[config.mk]
export PLATFORM = sky130hd
export DESIGN_NAME = start_screen_drawer_flat
export DESIGN_NICKNAME = d
export VERILOG_FILES = /design/src/rtl/start_screen_pkg.sv /design/src/rtl/start_screen_drawer_if.sv /design/src/rtl/sprite_addr_gen.sv /design/src/rtl/start_screen_drawer.sv /design/src/flat_wrapper.sv
export SDC_FILE = /design/constraint.sdc
export NUM_CORES = 1
export LEC_CHECK = 0
export CORE_MARGIN = 8
export CORE_UTILIZATION = 45
export CTS_CLUSTER_DIAMETER = 80
export CTS_CLUSTER_SIZE = 8
export DETAILED_ROUTE_END_ITERATION = 7
export PLACE_DENSITY = 0.73
export SETUP_SLACK_MARGIN = 0.02
export SLEW_MARGIN = 20
export SYNTH_ARGS = -nofsm -noshare
export SYNTH_HDL_FRONTEND = slang
export SYNTH_SLANG_ARGS = --single-unit
[constraint.sdc]
create_clock -name Clk -period 2.8 [get_ports Clk]
set_input_delay 0.28 -clock Clk [delete_from_list [all_inputs] [get_ports Clk]]
set_output_delay 0.28 -clock Clk [all_outputs]
set_load 0.005 [all_outputs]
[src/rtl/start_screen_pkg.sv]
// Shared types and geometry for the start-screen title sprite.
//   start_state_t : title/launch sequencing states
//   SPRITE_W/H    : title sprite box size in pixels
//   ROM_DEPTH     : sprite ROM word count (SPRITE_W * SPRITE_H)
//   ADDR_W        : sprite ROM address width
//   COORD_W       : DrawX/DrawY width
//   PIX_W         : palette index width
//   row_col_addr  : row*130 + col using shifts and adds only
package start_screen_pkg;

  localparam int unsigned SPRITE_W  = 130;
  localparam int unsigned SPRITE_H  = 31;
  localparam int unsigned ROM_DEPTH = SPRITE_W * SPRITE_H;
  localparam int unsigned ADDR_W    = 12;
  localparam int unsigned COORD_W   = 10;
  localparam int unsigned PIX_W     = 4;

  typedef enum logic [1:0] {
    TITLE_ON  = 2'd0,
    TITLE_OFF = 2'd1,
    LAUNCH    = 2'd2,
    DONE      = 2'd3
  } start_state_t;

  // 130 = 128 + 2, so row*130 is (row<<7) + (row<<1). In-box operands keep the
  // result below ROM_DEPTH, so the 12-bit sum never wraps.
  function automatic logic [ADDR_W-1:0] row_col_addr(input logic [COORD_W-1:0] i_dx,
                                                      input logic [COORD_W-1:0] i_dy);
    return (ADDR_W'(i_dy) << 7) + (ADDR_W'(i_dy) << 1) + ADDR_W'(i_dx);
  endfunction

endpackage

[src/rtl/start_screen_drawer_if.sv]
// Pixel/ROM/control bundle between the start-screen drawer and its neighbours.
//   frame_tick  : one-cycle pulse per frame
//   DrawX/DrawY : current pixel position
//   start_key   : level start key
//   rom_addr    : sprite ROM read address (drawer output)
//   rom_data    : sprite ROM palette index (drawer input)
//   pixel_index : palette index to colour mapper
//   pixel_valid : visible, opaque sprite pixel
//   game_start  : one-cycle pulse when the launch animation completes
// master = drawer side, slave = environment (timing, ROM, mapper, game logic).
interface start_screen_drawer_if;
  import start_screen_pkg::*;

  logic               frame_tick;
  logic [COORD_W-1:0] DrawX;
  logic [COORD_W-1:0] DrawY;
  logic               start_key;
  logic [ADDR_W-1:0]  rom_addr;
  logic [PIX_W-1:0]   rom_data;
  logic [PIX_W-1:0]   pixel_index;
  logic               pixel_valid;
  logic               game_start;

  modport master (
    input  frame_tick, DrawX, DrawY, start_key, rom_data,
    output rom_addr, pixel_index, pixel_valid, game_start
  );

  modport slave (
    output frame_tick, DrawX, DrawY, start_key, rom_data,
    input  rom_addr, pixel_index, pixel_valid, game_start
  );

endinterface

[src/rtl/sprite_addr_gen.sv]
// Combinational sprite-box test and ROM address for a 130x31 sprite at (X0,Y0).
//   i_draw_x/i_draw_y : current pixel position
//   o_inbox_c         : pixel lies inside the sprite box
//   o_addr_c          : (y-Y0)*130 + (x-X0) inside the box, 0 outside
module sprite_addr_gen
  import start_screen_pkg::*;
#(
  parameter int unsigned X0 = 255,
  parameter int unsigned Y0 = 224
) (
  input  logic [COORD_W-1:0] i_draw_x,
  input  logic [COORD_W-1:0] i_draw_y,
  output logic               o_inbox_c,
  output logic [ADDR_W-1:0]  o_addr_c
);

  // One extra bit so box edges near the screen limit never overflow.
  localparam int unsigned EXT_W = COORD_W + 1;
  localparam logic [EXT_W-1:0] X_LO = EXT_W'(X0);
  localparam logic [EXT_W-1:0] X_HI = EXT_W'(X0 + SPRITE_W - 1);
  localparam logic [EXT_W-1:0] Y_LO = EXT_W'(Y0);
  localparam logic [EXT_W-1:0] Y_HI = EXT_W'(Y0 + SPRITE_H - 1);

  logic [EXT_W-1:0]   w_x_ext;
  logic [EXT_W-1:0]   w_y_ext;
  logic               w_in_x;
  logic               w_in_y;
  logic [COORD_W-1:0] w_dx;
  logic [COORD_W-1:0] w_dy;

  assign w_x_ext = {1'b0, i_draw_x};
  assign w_y_ext = {1'b0, i_draw_y};

  assign w_in_x = (w_x_ext >= X_LO) && (w_x_ext <= X_HI);
  assign w_in_y = (w_y_ext >= Y_LO) && (w_y_ext <= Y_HI);

  // Offsets are only meaningful in-box; out-of-box values are masked below.
  assign w_dx = i_draw_x - COORD_W'(X0);
  assign w_dy = i_draw_y - COORD_W'(Y0);

  assign o_inbox_c = w_in_x && w_in_y;
  assign o_addr_c  = o_inbox_c ? row_col_addr(w_dx, w_dy) : '0;

endmodule

[src/rtl/start_screen_drawer.sv]
// Start-screen title drawer: drives the title sprite ROM from DrawX/DrawY,
// realigns its one-cycle read with the pixel, blinks the title per frame and
// plays a launch animation after a start-key press, ending in game_start.
//   Clk   : pixel clock
//   Reset : asynchronous, active-high
//   bus   : start_screen_drawer_if.master (frame_tick, DrawX/DrawY, start_key,
//           rom_addr/rom_data, pixel_index/pixel_valid, game_start)
// DrawX/DrawY to pixel_index/pixel_valid latency is 2 cycles.
module start_screen_drawer
  import start_screen_pkg::*;
#(
  parameter int unsigned X0            = 255,
  parameter int unsigned Y0            = 224,
  parameter int unsigned BLINK_FRAMES  = 30,
  parameter int unsigned LAUNCH_FRAMES = 60
) (
  input  logic                   Clk,
  input  logic                   Reset,
  start_screen_drawer_if.master  bus
);

  localparam int unsigned MAX_FRAMES = (BLINK_FRAMES > LAUNCH_FRAMES) ? BLINK_FRAMES
                                                                      : LAUNCH_FRAMES;
  // At least 3 bits: bit 2 drives the fast launch blink.
  localparam int unsigned CNT_W = ($clog2(MAX_FRAMES) < 3) ? 3 : $clog2(MAX_FRAMES);
  localparam logic [CNT_W-1:0] BLINK_LAST  = CNT_W'(BLINK_FRAMES - 1);
  localparam logic [CNT_W-1:0] LAUNCH_LAST = CNT_W'(LAUNCH_FRAMES - 1);

  start_state_t      r_state;
  start_state_t      w_state_next;
  logic [CNT_W-1:0]  r_frame_cnt;
  logic [CNT_W-1:0]  w_frame_cnt_next;
  logic              w_game_start_next;
  logic              r_key_q;
  logic              w_press;
  logic              w_vis;

  logic              w_inbox;
  logic [ADDR_W-1:0] w_addr;

  logic [ADDR_W-1:0] r_rom_addr;
  logic              r_inbox_d1;
  logic              r_vis_d1;
  logic [PIX_W-1:0]  r_pixel_index;
  logic              r_pixel_valid;
  logic              r_game_start;

  // Box test and address for the current pixel.
  sprite_addr_gen #(
    .X0 (X0),
    .Y0 (Y0)
  ) u_addr_gen (
    .i_draw_x  (bus.DrawX),
    .i_draw_y  (bus.DrawY),
    .o_inbox_c (w_inbox),
    .o_addr_c  (w_addr)
  );

  // Rising edge of the start key; key_q resets high so a held key is ignored.
  assign w_press = bus.start_key & ~r_key_q;

  // Visibility gate for the pixel entering stage 1.
  assign w_vis = (r_state == TITLE_ON) || ((r_state == LAUNCH) && !r_frame_cnt[2]);

  // State register.
  always_ff @(posedge Clk or posedge Reset) begin
    if (Reset) begin
      r_state      <= TITLE_ON;
      r_frame_cnt  <= '0;
      r_game_start <= 1'b0;
      r_key_q      <= 1'b1;
    end else begin
      r_state      <= w_state_next;
      r_frame_cnt  <= w_frame_cnt_next;
      r_game_start <= w_game_start_next;
      r_key_q      <= bus.start_key;
    end
  end

  // Next-state, frame counter and game_start decode.
  always_comb begin
    w_state_next      = r_state;
    w_frame_cnt_next  = r_frame_cnt;
    w_game_start_next = 1'b0;
    unique case (r_state)
      TITLE_ON, TITLE_OFF: begin
        // A press wins over a coincident frame_tick.
        if (w_press) begin
          w_state_next     = LAUNCH;
          w_frame_cnt_next = '0;
        end else if (bus.frame_tick) begin
          if (r_frame_cnt == BLINK_LAST) begin
            w_state_next     = (r_state == TITLE_ON) ? TITLE_OFF : TITLE_ON;
            w_frame_cnt_next = '0;
          end else begin
            w_frame_cnt_next = r_frame_cnt + CNT_W'(1);
          end
        end
      end
      LAUNCH: begin
        if (bus.frame_tick) begin
          if (r_frame_cnt == LAUNCH_LAST) begin
            w_state_next      = DONE;
            w_frame_cnt_next  = '0;
            w_game_start_next = 1'b1;
          end else begin
            w_frame_cnt_next = r_frame_cnt + CNT_W'(1);
          end
        end
      end
      DONE: begin
        w_state_next = DONE;
      end
      default: begin
        w_state_next     = TITLE_ON;
        w_frame_cnt_next = '0;
      end
    endcase
  end

  // Stage 1: ROM address plus the flags that travel alongside it.
  always_ff @(posedge Clk or posedge Reset) begin
    if (Reset) begin
      r_rom_addr <= '0;
      r_inbox_d1 <= 1'b0;
      r_vis_d1   <= 1'b0;
    end else begin
      r_rom_addr <= w_addr;
      r_inbox_d1 <= w_inbox;
      r_vis_d1   <= w_vis;
    end
  end

  // Stage 2: ROM data lines up with its stage-1 flags; index 0 is transparent.
  always_ff @(posedge Clk or posedge Reset) begin
    if (Reset) begin
      r_pixel_index <= '0;
      r_pixel_valid <= 1'b0;
    end else begin
      r_pixel_index <= bus.rom_data;
      r_pixel_valid <= r_inbox_d1 & r_vis_d1 & (bus.rom_data != '0);
    end
  end

  assign bus.rom_addr    = r_rom_addr;
  assign bus.pixel_index = r_pixel_index;
  assign bus.pixel_valid = r_pixel_valid;
  assign bus.game_start  = r_game_start;

endmodule

[src/flat_wrapper.sv]
// flat-port wrapper written by rule: the top's interface ports become plain ports
module start_screen_drawer_flat import start_screen_pkg::*;
#(
  parameter int unsigned X0            = 255,
  parameter int unsigned Y0            = 224,
  parameter int unsigned BLINK_FRAMES  = 30,
  parameter int unsigned LAUNCH_FRAMES = 60
)
  (Clk, Reset, bus_frame_tick, bus_DrawX, bus_DrawY, bus_start_key, bus_rom_data, bus_rom_addr, bus_pixel_index, bus_pixel_valid, bus_game_start);
  start_screen_drawer_if bus_i ();
  input  logic Clk;
  input  logic Reset;
  input wire logic [$bits(bus_i.frame_tick)-1:0] bus_frame_tick;
  input wire logic [$bits(bus_i.DrawX)-1:0] bus_DrawX;
  input wire logic [$bits(bus_i.DrawY)-1:0] bus_DrawY;
  input wire logic [$bits(bus_i.start_key)-1:0] bus_start_key;
  input wire logic [$bits(bus_i.rom_data)-1:0] bus_rom_data;
  output wire logic [$bits(bus_i.rom_addr)-1:0] bus_rom_addr;
  output wire logic [$bits(bus_i.pixel_index)-1:0] bus_pixel_index;
  output wire logic [$bits(bus_i.pixel_valid)-1:0] bus_pixel_valid;
  output wire logic [$bits(bus_i.game_start)-1:0] bus_game_start;
  assign bus_i.frame_tick = bus_frame_tick;
  assign bus_i.DrawX = bus_DrawX;
  assign bus_i.DrawY = bus_DrawY;
  assign bus_i.start_key = bus_start_key;
  assign bus_i.rom_data = bus_rom_data;
  assign bus_rom_addr = bus_i.rom_addr;
  assign bus_pixel_index = bus_i.pixel_index;
  assign bus_pixel_valid = bus_i.pixel_valid;
  assign bus_game_start = bus_i.game_start;
  start_screen_drawer #(.X0(X0), .Y0(Y0), .BLINK_FRAMES(BLINK_FRAMES), .LAUNCH_FRAMES(LAUNCH_FRAMES)) u_core (.Clk(Clk), .Reset(Reset), .bus(bus_i));
endmodule
==> results.sh <==
export IMPL_synth_main_ff_cell="dfrtp_1"
export IMPL_clk_path_buf_depth=2
export IMPL_tritoncts="built"
export IMPL_worst_pin_slew_ns=0.381
export IMPL_crit_fanout=3
export IMPL_place_congestion=0.882
export IMPL_critPathArrivalTime_ns=2.83
export IMPL_wl_per_cell_um=13.7
export IMPL_crit_family="simple AND/OR/NAND/NOR gates"
export IMPL_worstPathCellList="clkdlybuf4s50_1, and2_4, a41oi_2, xnor2_1, fa_1, inv_1, ha_2, or4_4, o22ai_2, xor2_1, nor2_1"
export IMPL_status="complete, no violations"
export IMPL_rsz0062_at_grt="false"
export IMPL_drtIter0Drc=54
export IMPL_yosys_top_cells_area="dfrtp_1 36%, ha_1 13%, xnor2_1 4.9%"
export IMPL_final_nets=333
export IMPL_vias_per_cell=5.19
export IMPL_slew_headroom_pct=74.6
export IMPL_grt_pass1_vias=1770
export IMPL_post_dp_hpwl_mm=3.63
export IMPL_fin_area_um2=2830
export IMPL_n_antenna_cell=0
export IMPL_regToRegEndpoint="u_core.r_frame_cnt[0]"
export IMPL_row_count=24
export IMPL_netlist_area_um2=1970
export IMPL_r2r_setup_slack_ns=1.03
export IMPL_synth_top_area_share_pct=35.6
export IMPL_fin_cells=333
export IMPL_ant_nets=0
export IMPL_synth_most_common_cell="dfrtp_1"
export IMPL_grt_antenna_before_repair=0
export IMPL_dp_cells=325
export IMPL_dieArea_um2=6750
export IMPL_synthArstFlopShare_pct=100
export IMPL_drcViolationCount=0
export IMPL_overflow=0
export IMPL_coreArea_um2=4290
export IMPL_slowest_delay_ns=0.53
export IMPL_grt_max_degree=30
export IMPL_synth_edf_count=0
export IMPL_irDropWorstVdd_uv=208
export IMPL_fmax_mhz=371
export IMPL_ys_ff_latch=29
export IMPL_syn_area_per_cell_um2=9.85
export IMPL_worstSetupPathType="primary input to flip-flop"
export IMPL_hold_viol=0
export IMPL_ys_types=46
export IMPL_cts_root_buf="clkbuf_8"
export IMPL_drive_above_1_share_pct=22.1
export IMPL_area_delta_synth_final_pct=43.6
export IMPL_synth_common_cells="28 x dfrtp_1, 21 x ha_1, 21 x inv_1"
export IMPL_die_height_um=82.2
export IMPL_fin_skew_ns=0.00589
export IMPL_insertion_delay_ns=0.27
export IMPL_finalSetupViolCount=0
export IMPL_cp_depth=11
export IMPL_p_leak_uw=0.00138
export IMPL_finalSetupTns_ns=0
export IMPL_period_share_pct=96.1
export IMPL_min_period_ns=2.69
export IMPL_r2r_start="u_core.r_frame_cnt[0]"
export IMPL_power_uw=1420
export IMPL_final_max_slew_viol_count=0
export IMPL_cts_sinks=29
export IMPL_io_pins=46
export IMPL_via_count=1729
export IMPL_crit_slowest_cell="fa_1"
export IMPL_synth_top_cell_by_area="dfrtp_1"
export IMPL_ys_seq_area_share_pct=36.9
export IMPL_post_cts_setup_buffer_count=0
export IMPL_drt_wl_total_mm=4.56
export IMPL_path_buf_inv=2
export IMPL_syn_inst=200
export IMPL_dr_pass1_iters=4
export IMPL_port_buffers=45
export IMPL_yosysWarnings=0
export IMPL_crit_start="bus_DrawX[6]"
export IMPL_ff2ff_path_depth=6
export IMPL_placed_cell_area_um2=2690
export IMPL_die_width_um=82.2
export IMPL_fill_cells=360
export IMPL_hp_class="primary input to asynchronous set/reset pin"
export IMPL_crit_end="u_core.bus.rom_addr[10]"
export IMPL_grt_pass1_wl_mm=7.59
export IMPL_crit_required_ns=2.94
export IMPL_start_util_pct=45.9
export IMPL_clk_pin_slew_ns=0.06
export IMPL_track_usage_pct=14.2
export IMPL_cts_buffers=5
export IMPL_cp_end_kind="flip-flop"
export IMPL_cts_htree_levels=2
export IMPL_power_density_nw_per_um2=502
export IMPL_maxCapViolCount=0
export IMPL_start_kind="primary input"
export IMPL_synth_nets=253
==> worst register-to-register path: cells and delay by family, from the launching register on <==
kind	cells	cell delay [ns]
AND/OR/NAND/NOR	3	0.58
flip-flops	1	0.41
AO/OA/AOI/OAI	1	0.29
multiplexers	1	0.18
adder cells (fa/ha/maj)	1	0.24
==> state kept, by name, summed over array words and instances, names as in the netlist <==
register	flops
u_core.bus.rom_addr	12
u_core.r_frame_cnt	6
u_core.bus.pixel_index	4
u_core.r_state	2
u_core.bus.game_start	1
u_core.bus.pixel_valid	1
u_core.r_inbox_d1	1
u_core.r_key_q	1
u_core.r_vis_d1	1
==> cell families after synthesis <==
| family | count (synthesis) | share of synthesized area (%) |
|---|---|---|
| compound gates | 41 | 14.8 |
| xor+xnor | 16 | 7.11 |
| fa+ha+maj | 25 | 17.4 |
| buf+inv | 22 | 4.57 |
| flops | 29 | 36.9 |
| mux | 2 | 1.08 |
| simple gates | 65 | 18.2 |
==> area by class of cell <==
cell class                 count  area, um^2  area share, %
clock buffer                   7        76.3           2.70
clock inverter                 1        5.00          0.177
inverter                      21        78.8           2.79
multi-input combinational    149        1200           42.5
sequential                    29         727           25.7
tap                           52        65.1           2.30
timing repair buffer          74         674           23.8
==> report_power, final <==
group          leakage [uW]  internal (uW)  switching, uW  total [uW]
logic              0.000970            297            267         564
registers          0.000370            479           67.7         546
clock network     0.0000422            174            136         309
==> placed cells by master, fill, tap and decap left out, drive strengths merged, types with 4 or more instances in the layout <==
cell type and count:
xor2 5, ha 21, a21oi 10, nand2 12
clkbuf 7, dfrtp 28, xnor2 11, nor2 16
dlygate4sd2 4, o21ai 5, nand3 10, inv 21
fa 4, a21o 5, clkdlybuf4s50 38, nor3 6
buf 29
==> per-layer routing <==
layer | part of all wire, % | track usage [%] | up-vias
li1 | - | - | 871
met3 | 6.7 | 4.00 | 8
met2 | 49 | 25.7 | 47
met4 | 2.1 | 6.14 | 0
met1 | 43 | 15.1 | 803
met5 | 0 | 0 | -
==> through the flow <==
stage	setup WS (ns)	utilization, %	hold slack, ns
finish	0.108	65.9	0.387
CTS	0.0318	65.0	0.389
global route	0.0543	65.9	0.393
global placement	-0.383	62.7	0.470
floorplan	0.113	-	0.284
detailed placement	-0.430	62.7	0.490
==> what timing repair did <==
action	CTS	global route
setup endpoints to repair	2	4
hold buffers	0	0
resized for setup	9	10
pin swaps	8	2
==> how the worst min path moves through the flow <==
stage | start | cells past startpoint | to | slack [ns]
finish | Reset | 3 | u_core.bus.pixel_index[1] | 0.39
global route | Reset | 3 | u_core.bus.pixel_index[2] | 0.39
CTS | Reset | 3 | u_core.r_frame_cnt[5] | 0.39
detailed placement | u_core.r_vis_d1 | 2 | u_core.bus.pixel_valid | 0.49
global placement | u_core.r_inbox_d1 | 2 | u_core.bus.pixel_valid | 0.47
floorplan | bus_start_key | 0 | u_core.r_key_q | 0.28
(Power assumes the default switching activity.)
